==> src/rtl/alu_74181_pkg.sv <==
// Shared types and constants for the 74181 operation sequencer.
package alu_74181_pkg;

  // Sequencer states: opcode beat, operand beat, execute, hold result.
  typedef enum logic [1:0] {
    GET_OP  = 2'd0,
    GET_OPD = 2'd1,
    EXEC    = 2'd2,
    HOLD    = 2'd3
  } state_t;

  // Default width of the completed-operation counter.
  localparam int CNT_W_DEFAULT = 8;

  // Beat 0 layout: S code in the low nibble, accumulator select above it.
  localparam int S_LSB       = 0;
  localparam int S_MSB       = 3;
  localparam int USE_ACC_BIT = 4;

  // Beat 1 layout: operand A in the high nibble, operand B in the low nibble.
  localparam int A_LSB = 4;
  localparam int A_MSB = 7;
  localparam int B_LSB = 0;
  localparam int B_MSB = 3;

endpackage

==> src/rtl/alu_74181_logic.sv <==
// Combinational 74181 logic unit (M = 1, active-high data): F as a function of S, A, B.
module alu_74181_logic (
  input  logic [3:0] a,
  input  logic [3:0] b,
  input  logic [3:0] s,
  output logic [3:0] f
);

  // Select one of the sixteen bitwise logic functions of A and B.
  always_comb begin
    f = 4'b0000;
    unique case (s)
      4'h0: f = ~a;
      4'h1: f = ~(a | b);
      4'h2: f = ~a & b;
      4'h3: f = 4'b0000;
      4'h4: f = ~(a & b);
      4'h5: f = ~b;
      4'h6: f = a ^ b;
      4'h7: f = a & ~b;
      4'h8: f = ~a | b;
      4'h9: f = ~(a ^ b);
      4'hA: f = b;
      4'hB: f = a & b;
      4'hC: f = 4'b1111;
      4'hD: f = a | ~b;
      4'hE: f = a | b;
      4'hF: f = a;
      default: f = 4'b0000;
    endcase
  end

endmodule

==> src/rtl/alu_74181_opseq.sv <==
// Two-beat command sequencer around the 74181 logic unit with a held,
// handshaked result, an accumulator for chaining and a consumed-result counter.
module alu_74181_opseq
  import alu_74181_pkg::*;
#(
  parameter int CNT_W = CNT_W_DEFAULT
) (
  input  logic             clk,
  input  logic             rst,
  input  logic             cmd_valid,
  output logic             cmd_ready,
  input  logic [7:0]       cmd_data,
  input  logic             flush,
  output logic             res_valid,
  input  logic             res_ready,
  output logic [3:0]       res_f,
  output logic             res_zero,
  output logic             res_aeqb,
  output logic [3:0]       res_sel,
  output logic [3:0]       acc,
  output logic [CNT_W-1:0] op_cnt,
  output logic             busy
);

  state_t     state;
  state_t     state_next;
  logic [3:0] s_q;
  logic [3:0] a_q;
  logic [3:0] b_q;
  logic       use_acc_q;
  logic [3:0] f;
  logic       beat0_fire;
  logic       beat1_fire;
  logic       res_fire;

  alu_74181_logic u_logic (
    .a (a_q),
    .b (b_q),
    .s (s_q),
    .f (f)
  );

  // Handshake qualifiers; flush suppresses any transfer in the same cycle.
  assign beat0_fire = (state == GET_OP)  && cmd_valid && !flush;
  assign beat1_fire = (state == GET_OPD) && cmd_valid && !flush;
  assign res_fire   = (state == HOLD) && res_valid && res_ready && !flush;

  // Status outputs depend only on state and reset, never on the handshake inputs.
  assign cmd_ready = !rst && ((state == GET_OP) || (state == GET_OPD));
  assign busy      = !rst && (state != GET_OP);

  // State register.
  always_ff @(posedge clk) begin
    if (rst) state <= GET_OP;
    else     state <= state_next;
  end

  // Next-state decision; flush returns to the opcode beat from anywhere.
  always_comb begin
    state_next = state;
    if (flush) begin
      state_next = GET_OP;
    end else begin
      unique case (state)
        GET_OP:  if (beat0_fire) state_next = GET_OPD;
        GET_OPD: if (beat1_fire) state_next = EXEC;
        EXEC:    state_next = HOLD;
        HOLD:    if (res_fire) state_next = GET_OP;
        default: state_next = GET_OP;
      endcase
    end
  end

  // Beat latches, result registers, accumulator and consumed-result counter.
  always_ff @(posedge clk) begin
    if (rst) begin
      s_q       <= '0;
      a_q       <= '0;
      b_q       <= '0;
      use_acc_q <= 1'b0;
      res_valid <= 1'b0;
      res_f     <= '0;
      res_zero  <= 1'b0;
      res_aeqb  <= 1'b0;
      res_sel   <= '0;
      acc       <= '0;
      op_cnt    <= '0;
    end else if (flush) begin
      s_q       <= '0;
      a_q       <= '0;
      b_q       <= '0;
      use_acc_q <= 1'b0;
      res_valid <= 1'b0;
    end else begin
      if (beat0_fire) begin
        s_q       <= cmd_data[S_MSB:S_LSB];
        use_acc_q <= cmd_data[USE_ACC_BIT];
      end
      if (beat1_fire) begin
        a_q <= use_acc_q ? acc : cmd_data[A_MSB:A_LSB];
        b_q <= cmd_data[B_MSB:B_LSB];
      end
      if (state == EXEC) begin
        res_f     <= f;
        res_zero  <= (f == 4'b0000);
        res_aeqb  <= (f == 4'b1111);
        res_sel   <= s_q;
        acc       <= f;
        res_valid <= 1'b1;
      end
      if (res_fire) begin
        res_valid <= 1'b0;
        op_cnt    <= op_cnt + CNT_W'(1);
      end
    end
  end

endmodule
==> config.mk <==
export PLATFORM = sky130hd
export DESIGN_NAME = alu_74181_opseq
export DESIGN_NICKNAME = d
export VERILOG_FILES = /design/src/rtl/alu_74181_pkg.sv /design/src/rtl/alu_74181_logic.sv /design/src/rtl/alu_74181_opseq.sv
export SDC_FILE = /design/constraint.sdc
export NUM_CORES = 1
export LEC_CHECK = 0
export ABC_CLOCK_PERIOD_IN_PS = 2700
export BUFFER_PORTS_ARGS = -buffer_cell sky130_fd_sc_hd__buf_2
export CAP_MARGIN = 10
export CORE_MARGIN = 5
export CORE_UTILIZATION = 45
export DETAILED_ROUTE_END_ITERATION = 8
export HOLD_SLACK_MARGIN = 0.12
export PLACE_DENSITY = 0.72
export REMOVE_ABC_BUFFERS = 1
export SLEW_MARGIN = 20
export SYNTH_ARGS = -nofsm -noshare
export SYNTH_HDL_FRONTEND = slang
export SYNTH_SLANG_ARGS = --single-unit
==> constraint.sdc <==
create_clock -name clk -period 2.7 [get_ports clk]
set_input_delay 0.54 -clock clk [delete_from_list [all_inputs] [get_ports clk]]
set_output_delay 0.54 -clock clk [all_outputs]
set_load 0.1 [all_outputs]
==> tab_implementation.tex <==
\begin{tabular}{lr}
\hline
Metric & Value \\
\hline
\multicolumn{2}{l}{\textbf{Clocking}} \\
CTS tree & done \\
CTS clock-pin slew for the worst setup and hold paths & 0.08 ns \\
Clock Root Buffer & clkbuf\_8 \\
Cells resized by post-CTS repair & 0 \\
\# Post-CTS Setup Buffers & 0 \\
\# clock sinks & 34 \\
Post-CTS Hold Buffers & 0 \\
Max Buffers Root-to-Sink & 2 \\
Clock Latency Late Sink & 0.29 ns \\
H-tree level count & 2 \\
Number of CTS-inserted buffers & 5 \\
\multicolumn{2}{l}{\textbf{Layout}} \\
Commonest cells after routing, fill and taps aside & nand2\_1 (48), buf\_2 (37), dfxtp\_1 (34), nor2\_1 (29), a21oi\_1 (26) \\
Most common cell after layout, fill and taps aside & nand2\_1 \\
Ant. Diodes & 0 \\
Fin util & 51.9\% \\
Area added between synthesis and finish & 13.5\% \\
Fraction of final layout cells sized beyond drive strength 1 & 18.2\% \\
Number of nets in the layout & 362 \\
\multicolumn{2}{l}{\textbf{Logic synthesis}} \\
Number of enable-type register cells in the synthesized netlist & 0 \\
Post-synthesis sequential area ratio & 29.5\% \\
Gate Count Post-Synth & 299 \\
Synth warn & 0 \\
Largest cells by area after synthesis & dfxtp\_1 (30\%), ha\_1 (11\%), nand2\_1 (7.8\%) \\
Post-Syn Area per Cell & 7.72 sq um \\
Library cells used by synthesis & 52 \\
Netlist Area Pre-Place & 0.00231 sq mm \\
Post-synth ARST share & 0\% \\
Largest area contributor in the netlist & dfxtp\_1 \\
Share of the synthesized area in the top cell type & 29.5\% \\
Register bit total from synthesis & 34 \\
Leading register cell type out of synthesis & dfxtp\_1 \\
\multicolumn{2}{l}{\textbf{Critical path}} \\
Critical path data arrival time & 2.57 ns \\
Slowest stage delay, CP & 0.57 ns \\
Most common cell on crit path & a21oi\_1 \\
Worst Setup Start Kind & flop \\
Start-to-end type of the worst setup path & flop to flop \\
Capturing element type of the critical path & flop \\
Maximum fanout count along the critical path & 11 \\
Slowest stage cell, crit path & nor4\_2 \\
Cell breakdown of the critical path & buf\_4 > nor4\_2 > a21oi\_1 > a222oi\_1 > nand4b\_1 > a21oi\_1 \\
Req. time, crit path & 2.93 ns \\
\multicolumn{2}{l}{\textbf{STA}} \\
Headroom to the max-slew limit & 57.7\% \\
Post-layout minimum cycle time & 2.34 ns \\
Final setup viols & 0 \\
Setup repair after global routing missed its margin & false \\
Period utilization & 86.7\% \\
Slew at the pin closest to its max-slew limit & 0.635 ns \\
Final hold violation count & 0 \\
Largest clock skew in the final design & 0.00782 ns \\
Max Slew Vio Count & 0 \\
Upper clock frequency limit & 0.427 GHz \\
Final sum of negative setup slack & 0 ns \\
\multicolumn{2}{l}{\textbf{Die}} \\
Initial cell density of the core & 45.8\% \\
Standard-cell row count & 26 \\
Die Ht & 81.6 microns \\
Top-Level Pins & 38 \\
Die area & 0.00666 sq mm \\
Core Area & 0.00504 sq mm \\
Die boundary width & 81.6 microns \\
\multicolumn{2}{l}{\textbf{Worst hold path}} \\
Path type of the worst min-delay path & flop to flop \\
\multicolumn{2}{l}{\textbf{Place}} \\
Number of buffer cells added on primary ports & 37 \\
Routability-driven placement congestion ratio & 0.958 \\
Final HPWL DP & 4310 microns \\
\multicolumn{2}{l}{\textbf{Power}} \\
Pwr Total & 0.00112 W \\
Static Leak & 1.05 nW \\
Worst vdd rail ir drop & 0.324 mV \\
Power density relative to cell area & 427 mW/mm\^{}2 \\
\multicolumn{2}{l}{\textbf{Global route}} \\
Total routing usage reported by global routing & 18.8\% \\
Number of antenna violations at the first check in global routing & 0 \\
Wire length of the first global-routing pass & 9770 microns \\
Global-route congestion overflow total & 0 \\
Vias in the first global route & 2123 \\
Largest net degree at the start of global routing & 24 \\
\multicolumn{2}{l}{\textbf{Status}} \\
Status & finished clean \\
\multicolumn{2}{l}{\textbf{Drt}} \\
Detailed-route DRC error count & 0 \\
Routed WL & 5690 microns \\
Pre-Repair DR Iteration Count & 5 \\
Vias & 2225 \\
Routed Antenna Nets & 0 \\
Initial DRC count & 180 \\
Detailed-route vias per instance & 5.58 \\
Average wire per standard cell & 14.3 microns \\
\multicolumn{2}{l}{\textbf{Flow run}} \\
Max-Cap Viols & 0 \\
\hline
\end{tabular}
==> final timing paths <==
check	cells past startpoint	to	startpoint	slack, ns
worst max-delay path	6	res_zero$_SDFFE_PP0P_	s_q[0]$_SDFFE_PP0P_	0.36
worst min-delay path	2	res_sel[2]$_SDFFE_PP0P_	res_sel[2]$_SDFFE_PP0P_	0.46
worst min register to register	2	res_sel[2]$_SDFFE_PP0P_	res_sel[2]$_SDFFE_PP0P_	0.46
worst max register to register	6	res_zero$_SDFFE_PP0P_	s_q[0]$_SDFFE_PP0P_	0.36
==> per-layer routing <==
layer / track usage [%] / vias up / share of wire, %
li1: - / 1091 / -
met1: 23.3 / 1019 / 43
met2: 30.9 / 99 / 46
met3: 4.06 / 16 / 7.3
met4: 9.30 / 0 / 3.1
met5: 0 / - / 0
==> cell families (layout without fill, tap and decap cells) <==
kind of cell	count (synthesis)	count (layout)	share of synthesized area [%]
AOI/OAI and AO/OA	63	63	17.7
xor gates and xnor gates	7	7	2.66
adders and majority gates	21	21	11.4
buffers and inverters	42	72	8.95
DFF	34	34	29.5
muxes	10	10	4.66
and+or+nand+nor	122	122	25.2
==> synthesized netlist by cell type, drive strengths merged, types with 3 or more instances <==
| cell type | n |
|---|---|
| or3 | 3 |
| nand2 | 48 |
| mux2 | 3 |
| and3 | 3 |
| nand4 | 4 |
| nor2b | 9 |
| buf | 14 |
| a211oi | 7 |
| inv | 19 |
| o21ai | 7 |
| a31oi | 3 |
| dfxtp | 34 |
| ha | 21 |
| mux2i | 7 |
| a32oi | 4 |
| a21oi | 26 |
| xor2 | 5 |
| clkbuf | 9 |
| nor2 | 29 |
| nand3 | 10 |
| nor3 | 3 |
==> cell type report <==
class,instances,area (sq um)
timing repair buffer,45,245
clock buffer,5,68.8
clock inverter,3,45.0
fill,506,2420
tap,70,87.6
inverter,19,71.3
sequential,34,681
multi-input combinational,223,1420
==> stage by stage <==
step / hold slack [ns] / setup WS [ns] / cells / cell area [sq um]
6_report: 0.459 / 0.359 / 399 / 2620
3_5_place_dp: 0.449 / 0.404 / 391 / 2500
4_1_cts: 0.460 / 0.386 / 399 / 2620
5_1_grt: 0.487 / 0.171 / 399 / 2620
3_3_place_gp: 0.442 / 0.430 / 391 / 2500
2_1_floorplan: 0.489 / 0.161 / 276 / 2170
==> worst max-delay path, delay by kind of cell, from the launching register on <==
family          cells  cell delay [ns]
flops               1             0.43
buf+inv             1             0.23
simple gates        2             0.76
compound gates      3             0.86
==> state kept, by name, indices dropped and copies added, names as in the netlist, 2 cells and up <==
| register | cells |
|---|---|
| s_q | 4 |
| acc | 4 |
| b_q | 4 |
| a_q | 4 |
| state | 2 |
| op_cnt | 8 |
| res_sel | 4 |
==> power breakdown <==
group          internal (W)  switching, W  total, W
sequential         0.000506    0.00000962  0.000516
clock              0.000274      0.000197  0.000471
combinational     0.0000450     0.0000855  0.000131
total              0.000826      0.000292   0.00112
Note: power is estimated with default switching activity, not from simulation.
